**config.mk**
```make
export PLATFORM = sky130hd
export DESIGN_NAME = uart_byte_rx
export DESIGN_NICKNAME = d
export VERILOG_FILES = /design/src/rtl/uart_byte_rx.sv
export SDC_FILE = /design/constraint.sdc
export NUM_CORES = 1
export LEC_CHECK = 0
export CORE_MARGIN = 10
export CORE_UTILIZATION = 46
export DETAILED_ROUTE_END_ITERATION = 7
export PLACE_DENSITY = 0.64
export SYNTH_ARGS = -nofsm -noshare
export SYNTH_HDL_FRONTEND = slang
export SYNTH_SLANG_ARGS = --single-unit
```
**constraint.sdc**
```tcl
create_clock -name Clk -period 5.7 [get_ports Clk]
set_input_delay 0.57 -clock Clk [delete_from_list [all_inputs] [get_ports Clk]]
set_output_delay 0.57 -clock Clk [all_outputs]
set_load 0.01 [all_outputs]
```
**src/rtl/uart_byte_rx.sv**
```systemverilog
// rtl/uart_byte_rx.sv - UART 8N1 byte receiver with 16x oversampling and majority vote
module uart_byte_rx #(
    parameter int CLK_FREQ = 50000000
) (
    input  logic       Clk,
    input  logic       Reset_n,
    input  logic [2:0] baud_set,
    input  logic       uart_rx,
    output logic [7:0] Data,
    output logic       rx_done,
    output logic       frame_err
);

    localparam logic [1:0] IDLE  = 2'd0;
    localparam logic [1:0] START = 2'd1;
    localparam logic [1:0] DATA  = 2'd2;
    localparam logic [1:0] STOP  = 2'd3;

    // Terminal counts (divisor - 1) of the oversample divider per baud setting
    localparam logic [15:0] LIM_9600   = 16'(CLK_FREQ / (9600 * 16) - 1);
    localparam logic [15:0] LIM_19200  = 16'(CLK_FREQ / (19200 * 16) - 1);
    localparam logic [15:0] LIM_38400  = 16'(CLK_FREQ / (38400 * 16) - 1);
    localparam logic [15:0] LIM_57600  = 16'(CLK_FREQ / (57600 * 16) - 1);
    localparam logic [15:0] LIM_115200 = 16'(CLK_FREQ / (115200 * 16) - 1);

    logic        rx_s1, rx_s2, rx_s3;
    logic        start_edge;
    logic [1:0]  state;
    logic [15:0] div_lim;
    logic [15:0] div_cnt;
    logic [3:0]  tick_cnt;
    logic [2:0]  bit_cnt;
    logic [1:0]  smp;
    logic [7:0]  shreg;
    logic        tick;
    logic        mid;
    logic        bit_end;
    logic        vote;
    logic [15:0] lim_sel;

    // Baud decode; unused encodings fall back to 9600
    always_comb begin
        lim_sel = LIM_9600;
        case (baud_set)
            3'd1:    lim_sel = LIM_19200;
            3'd2:    lim_sel = LIM_38400;
            3'd3:    lim_sel = LIM_57600;
            3'd4:    lim_sel = LIM_115200;
            default: lim_sel = LIM_9600;
        endcase
    end

    // Two-flop synchronizer plus one history flop for falling-edge detection
    always_ff @(posedge Clk or negedge Reset_n) begin
        if (!Reset_n) begin
            rx_s1 <= 1'b1;
            rx_s2 <= 1'b1;
            rx_s3 <= 1'b1;
        end else begin
            rx_s1 <= uart_rx;
            rx_s2 <= rx_s1;
            rx_s3 <= rx_s2;
        end
    end

    assign start_edge = rx_s3 & ~rx_s2;
    assign tick       = (state != IDLE) && (div_cnt == div_lim);
    assign mid        = tick && (tick_cnt == 4'd8);
    assign bit_end    = tick && (tick_cnt == 4'd15);
    // 2-of-3 vote over the tick-6 and tick-7 samples and the live tick-8 sample
    assign vote       = (smp[0] & smp[1]) | (smp[0] & rx_s2) | (smp[1] & rx_s2);

    // Oversample divider and per-bit tick counter; both idle outside a frame
    always_ff @(posedge Clk or negedge Reset_n) begin
        if (!Reset_n) begin
            div_lim  <= 16'd0;
            div_cnt  <= 16'd0;
            tick_cnt <= 4'd0;
            smp      <= 2'b00;
        end else if (state == IDLE) begin
            div_cnt  <= 16'd0;
            tick_cnt <= 4'd0;
            if (start_edge) begin
                div_lim <= lim_sel;
            end
        end else begin
            div_cnt <= tick ? 16'd0 : div_cnt + 16'd1;
            if (tick) begin
                tick_cnt <= tick_cnt + 4'd1;
                if (tick_cnt == 4'd6) smp[0] <= rx_s2;
                if (tick_cnt == 4'd7) smp[1] <= rx_s2;
            end
        end
    end

    // Frame sequencing, data shifting and the one-cycle completion strobe
    always_ff @(posedge Clk or negedge Reset_n) begin
        if (!Reset_n) begin
            state     <= IDLE;
            bit_cnt   <= 3'd0;
            shreg     <= 8'd0;
            Data      <= 8'd0;
            rx_done   <= 1'b0;
            frame_err <= 1'b0;
        end else begin
            rx_done   <= 1'b0;
            frame_err <= 1'b0;
            case (state)
                IDLE: begin
                    bit_cnt <= 3'd0;
                    if (start_edge) state <= START;
                end
                START: begin
                    if (mid && vote) state <= IDLE;
                    else if (bit_end) state <= DATA;
                end
                DATA: begin
                    if (mid) shreg <= {vote, shreg[7:1]};
                    if (bit_end) begin
                        bit_cnt <= bit_cnt + 3'd1;
                        if (bit_cnt == 3'd7) state <= STOP;
                    end
                end
                STOP: begin
                    // Hand off at mid stop bit so a slightly fast sender's next start is not missed
                    if (mid) begin
                        Data      <= shreg;
                        rx_done   <= 1'b1;
                        frame_err <= ~vote;
                        state     <= IDLE;
                    end
                end
                default: state <= IDLE;
            endcase
        end
    end

endmodule

```
Word-level counts from Yosys, hierarchy flattened
Index checks and enable logic that the tools add are counted.
{ "classes": {"n_addsub": 3, "eq_ne": 18, "n_mux": 18, "n_bitwise": 9, "reduce_logical": 15} }
{ "op_table": {"columns": ["cell", "n"], "rows": [
  ["9-bit one-hot mux with 4 select lines", 1],
  ["16-bit 2-to-1 mux", 2],
  ["16-bit by 1-bit adder with 16-bit output, second input constant", 1],
  ["16-bit equality test", 1],
  ["2-bit 2-to-1 mux", 6],
  ["4-bit by 3-bit equality test with 1-bit output, second input constant", 2],
  ["4-bit equality test, second input constant", 2],
  ["4-bit 2-to-1 mux", 2],
  ["2-bit inequality test, second input constant", 4],
  ["2-bit one-hot mux with 4 select lines", 1],
  ["2-bit AND reduction", 4],
  ["3-bit by 2-bit equality test with 1-bit output, second input constant", 2],
  ["3-bit equality test, second input constant", 2],
  ["3-bit one-hot mux with 2 select lines", 1],
  ["3-bit AND reduction", 2],
  ["2-bit nonzero test", 3],
  ["5-bit AND reduction", 1],
  ["4-bit by 1-bit adder with 4-bit output, second input constant", 1],
  ["1-bit AND", 4],
  ["2-bit equality test, second input constant", 2],
  ["1-bit logical AND", 4],
  ["1-bit 2-to-1 mux", 4],
  ["3-bit by 1-bit adder with 3-bit output, second input constant", 1],
  ["3-bit by 1-bit equality test with 1-bit output, second input constant", 1],
  ["other kinds (6)", 9]
]} }
{ "word_totals": {"register_bits": 64, "input_bits": 6, "output_inout_bits": 10} }

Logic depth before layout (Yosys ltp)
{ "depth": {"ltp_word": 6, "mapped_depth": 8, "depth_no_buf": 8} }

Worst setup path after synthesis
Ideal clock, no wire load.
{ "synth_timing": {"path_type": "flip-flop to flip-flop", "start": "register div_cnt[9]", "end": "register shreg[0]", "arrival_ns": 1.754, "required_ns": 5.575, "setup_slack_ns": 3.821, "stages_incl_launch_ff": 7, "n_path_buf": 1, "synth_period_minus_slack_ns": 1.879, "cell_sequence": "dfrtp_1 nor4_1 nand2_1 nor4_4 and2_1 buf_2 mux2_2"} }
{ "synth_via": {"elab_chain_len": 4} }
{ "synth_rtl": {"columns": ["item", "line", "text"], "rows": [
  ["from (decl)", "30", "logic [15:0] div_cnt;"],
  ["from (signal assigned)", "87", "div_cnt <= tick ? 16'd0 : div_cnt + 16'd1;"],
  ["16-bit equality test", "67", "assign tick = (state != IDLE) && (div_cnt == div_lim);"],
  ["1-bit logical AND", "67", null],
  ["1-bit logical AND", "68", "assign mid = tick && (tick_cnt == 4'd8);"],
  ["2-bit AND reduction (no source line)", null, null],
  ["to (signal assigned)", "118", "if (mid) shreg <= {vote, shreg[7:1]};"],
  ["to (decl)", "34", "logic [7:0] shreg;"]
]} }
Every way passes these cells.
A chain may end at the register's enable or synchronous reset.

Worst setup path in the final report
{ "layout_timing": {"start": "register div_cnt[9]", "end": "register Data[7]"} }
{ "layout_via": {"elab_chain_len": 4} }
{ "layout_rtl": {"columns": ["item", "line", "text"], "rows": [
  ["16-bit equality test", "67", null],
  ["1-bit logical AND", "67", null],
  ["1-bit logical AND", "68", null],
  ["2-bit AND reduction (no source line)", null, null],
  ["to (signal assigned)", "127", "Data <= shreg;"],
  ["to (decl)", "9", "output logic [7:0] Data,"]
]} }
Every way passes these cells.

==> results.txt <==
----------------------------------------------------
[Routing]
  Drt wl/cell ... 14.1 um
  First-pass iteration count of the detailed router ... 4
  WL final ... 4.52 mm
  Top routing layer in use ... met4
  Met1 routed wirelength after detailed routing ... 2.35 mm
  Wire length on met2 ... 2.00 mm
  Total number of vias ... 1638
  Number of nets with antenna violations after detailed routing ... 0
  DRC violations left ... 0
  Post-detailed-route via-to-cell ratio ... 5.10
  Routed length on met3 ... 153 um
  Drt initial violations ... 83

[Power and ir drop]
  Power density over cell area ... 296 nW/um^2
  Leakage power figure ... 1.27 nW
  Total power ... 842 uW
  Worst voltage drop across the vdd grid ... 0.235 mV

[Worst setup path]
  Startpoint Class ... flip-flop
  Cell chain of the critical path ... nor4_1 -> nand2_1 -> nor4_4 -> nand2_1 -> inv_2 -> mux2_2
  Required @ worst endpoint ... 5.90 ns
  Biggest cell delay along the critical path ... 0.65 ns
  Data arrival time of the worst path ... 2.65 ns
  Critical path endpoint category ... flip-flop
  Worst setup path category ... reg2reg
  Standard cell with the maximum stage delay on the critical path ... sky130_fd_sc_hd__nor4_4
  Most used cell along the critical path ... sky130_fd_sc_hd__nand2_1
  Crit Path Max Fanout ... 13

[STA]
  Final setup fails ... 0
  Setup total negative slack ... 0 ns
  Unrepaired setup endpoints after global routing ... no
  Highest clock frequency the design can meet ... 407 MHz
  Transition at the pin with the smallest max-transition slack ... 0.678 ns
  Hold violation total from the final report ... 0
  Final Max Slew Viols ... 0
  Final period util ... 43.1%
  Tightest slew margin relative to the limit ... 54.5%
  Tmin final ... 2.46 ns
  Final setup skew ... 0.0136 ns
  Worst setup margin ... 3.24 ns

[Placement]
  Area after DPL ... 2750 um^2
  Port Buf Inserts ... 15
  DP Cell Count ... 313
  Post-place setup slack ... 3.25 ns
  RD Place Congestion ... 0.807
  Half-perimeter wire length of the detailed placement result ... 3.09 mm

[Yosys]
  Post-synthesis cell count ... 234
  Post-synthesis net count ... 246
  Count of different cell masters after synthesis ... 39
  Ys async rst share ... 100%
  Mapped Area ... 2540 um^2
  Total of warnings raised by yosys ... 0
  Number of synthesized flops with an enable pin ... 0
  Number of flip-flops and latches in the synthesized netlist ... 55
  Portion of the post-synthesis area used by sequential elements ... 54.3%
  Average cell area after synthesis ... 10.9 um^2
  Primary flip-flop cell chosen by synthesis mapping ... sky130_fd_sc_hd__dfrtp_1

[Clocking]
  Maximum root-to-sink buffer count ... 2
  Post-CTS Hold Buffers ... 0
  CTS root buf ... sky130_fd_sc_hd__clkbuf_8
  TritonCTS clock tree ... done
  Later-pin clock latency in the skew report ... 0.31 ns
  Post-CTS Setup Repair Bufs ... 0
  # resized after CTS ... 0
  Num Clock Sinks ... 55
  CTS HTree Levels ... 2
  Number of buffers inserted during clock tree synthesis ... 5
  Register clock-pin slew on the reported worst setup and hold paths ... 0.11 ns

[Final layout]
  Final layout net count ... 262
  Antenna cells ... 0
  Final instance count without filler cells ... 321
  Share of post-route cells with drive strength above 1 ... 14.3%
  Area added between synthesis and finish ... 12.1%
  Design Area, Final ... 2850 um^2

[Global route]
  Global-route wire length before repair ... 7.88 mm
  Number of antenna violations at the first check in global routing ... 0
  Pin count of the biggest net entering global routing ... 56
  Number of global-route vias before repair ... 1655
  GRT overflow ... 0
  Overall Global Routing Usage ... 10.8%

[Run status]
  Result of the run ... finished, final reports clean

[Worst hold path]
  Hold WC Path Type ... reg2reg

[Floorplanning]
  Effective utilization at floorplan ... 48.5%
  Area of the die ... 8890 um^2
  Number of placement rows ... 26
  Die Height ... 94.3 um
  Top-level port count ... 16
  Die X ... 94.3 um
  Placeable core area ... 5240 um^2

[Flow run]
  Max Cap Violations ... 0

----------------------------------------------------
[worst paths after layout]
| check | depth (start not counted) | endpoint | slack [ns] | startpoint |
|---|---|---|---|---|
| min | 0 | rx_s2 | 0.36 | rx_s1 |
| max reg2reg | 6 | Data[7] | 3.24 | div_cnt[9] |
| min in group asynchronous | 2 | div_lim[8] | 0.37 | Reset_n |
| min reg2reg | 0 | rx_s2 | 0.36 | rx_s1 |
| max in group asynchronous | 2 | bit_cnt[1] | 4.86 | Reset_n |
| max | 6 | Data[7] | 3.24 | div_cnt[9] |
[layout make-up]
| cell class | count | area, um^2 |
|---|---|---|
| multi-input combinational | 166 | 1100 |
| clock inverter | 2 | 17.5 |
| inverter | 6 | 22.5 |
| fill | 474 | 2390 |
| sequential | 55 | 1380 |
| clock buffer | 6 | 82.6 |
| tap | 70 | 87.6 |
| timing repair buffer | 16 | 153 |
[cells by family (layout without fill, tap and decap cells)]
group,after synthesis,count (layout),synth area share [%]
xor gates and xnor gates,22,22,7.59
muxes,20,20,8.77
adders and majority gates,7,7,3.35
AOI/OAI and AO/OA,23,23,5.47
and+or+nand+nor,94,94,18.3
DFF,55,55,54.3
buffers and inverters,13,30,2.22
[per-layer routing]
metal | vias to the layer above | GRT usage [%]
met1 | 795 | 14.9
met2 | 15 | 16.1
met4 | 0 | 2.78
li1 | 826 | -
met5 | - | 0
met3 | 2 | 3.04
[power breakdown]
part | switching, mW | internal (mW) | total (mW) | leakage, nW
registers | 0.0467 | 0.431 | 0.477 | 0.725
logic | 0.0714 | 0.0604 | 0.132 | 0.497
clock network | 0.131 | 0.102 | 0.233 | 0.0522
[sequential cells by signal, summed over array words and instances (netlist names), named ones only]
signal and flops:
rx_done 1, frame_err 1, bit_cnt 3, tick_cnt 4
shreg 8, rx_s2 1, div_lim 7, div_cnt 16
Data 8, rx_s1 1, smp 2, state 1
rx_s3 1
[cells in the final DEF, fill, tap and decap left out, types with 2 or more instances in the layout]
cell type / count
sky130_fd_sc_hd__nand3b_1: 2
sky130_fd_sc_hd__clkbuf_8: 6
sky130_fd_sc_hd__dfrtp_1: 52
sky130_fd_sc_hd__and4_1: 2
sky130_fd_sc_hd__xnor2_1: 17
sky130_fd_sc_hd__ha_1: 6
sky130_fd_sc_hd__nor3_1: 4
sky130_fd_sc_hd__and3_1: 4
sky130_fd_sc_hd__nand4_1: 5
sky130_fd_sc_hd__clkdlybuf4s50_1: 14
sky130_fd_sc_hd__or2_2: 2
sky130_fd_sc_hd__inv_1: 5
sky130_fd_sc_hd__o21ai_0: 11
sky130_fd_sc_hd__xor2_1: 5
sky130_fd_sc_hd__inv_6: 2
sky130_fd_sc_hd__nand2_1: 25
sky130_fd_sc_hd__mux2_2: 16
sky130_fd_sc_hd__dfstp_2: 3
sky130_fd_sc_hd__nand3_1: 8
sky130_fd_sc_hd__nor2_1: 31
sky130_fd_sc_hd__mux2i_1: 2
sky130_fd_sc_hd__and2_1: 2
sky130_fd_sc_hd__a31o_2: 2
sky130_fd_sc_hd__a21oi_1: 3
sky130_fd_sc_hd__o211ai_1: 3
sky130_fd_sc_hd__nor3b_1: 2
sky130_fd_sc_hd__mux2_1: 2
sky130_fd_sc_hd__nor2b_1: 3
[stage by stage]
step | utilization (%) | hold WS [ns]
2_1_floorplan | - | 0.274
3_5_place_dp | 52.4 | 0.349
5_1_grt | 54.3 | 0.366
6_report | 54.3 | 0.364
4_1_cts | 54.3 | 0.365
3_3_place_gp | 52.4 | 0.347
[cells in the mapped netlist (all sizes together), types with 5 or more instances]
| cell | instances | share of area (%) |
|---|---|---|
| dfrtp | 52 | 51 |
| nor2 | 31 | 4.6 |
| nand2 | 25 | 3.7 |
| mux2 | 18 | 8.0 |
| xnor2 | 17 | 5.9 |
| o21ai | 11 | 2.2 |
| nand3 | 8 | 1.6 |
| ha | 6 | 3.0 |
| inv | 6 | 0.89 |
| nand4 | 5 | 1.2 |
| xor2 | 5 | 1.7 |
[critical path: cells and delay by family (launching register included)]
| family | cells | cell delay [ns] |
|---|---|---|
| muxes | 1 | 0.36 |
| DFF | 1 | 0.44 |
| buffers and inverters | 1 | 0.21 |
| and+or+nand+nor | 4 | 1.33 |
No activity file was read; power rests on OpenSTA's default activity.
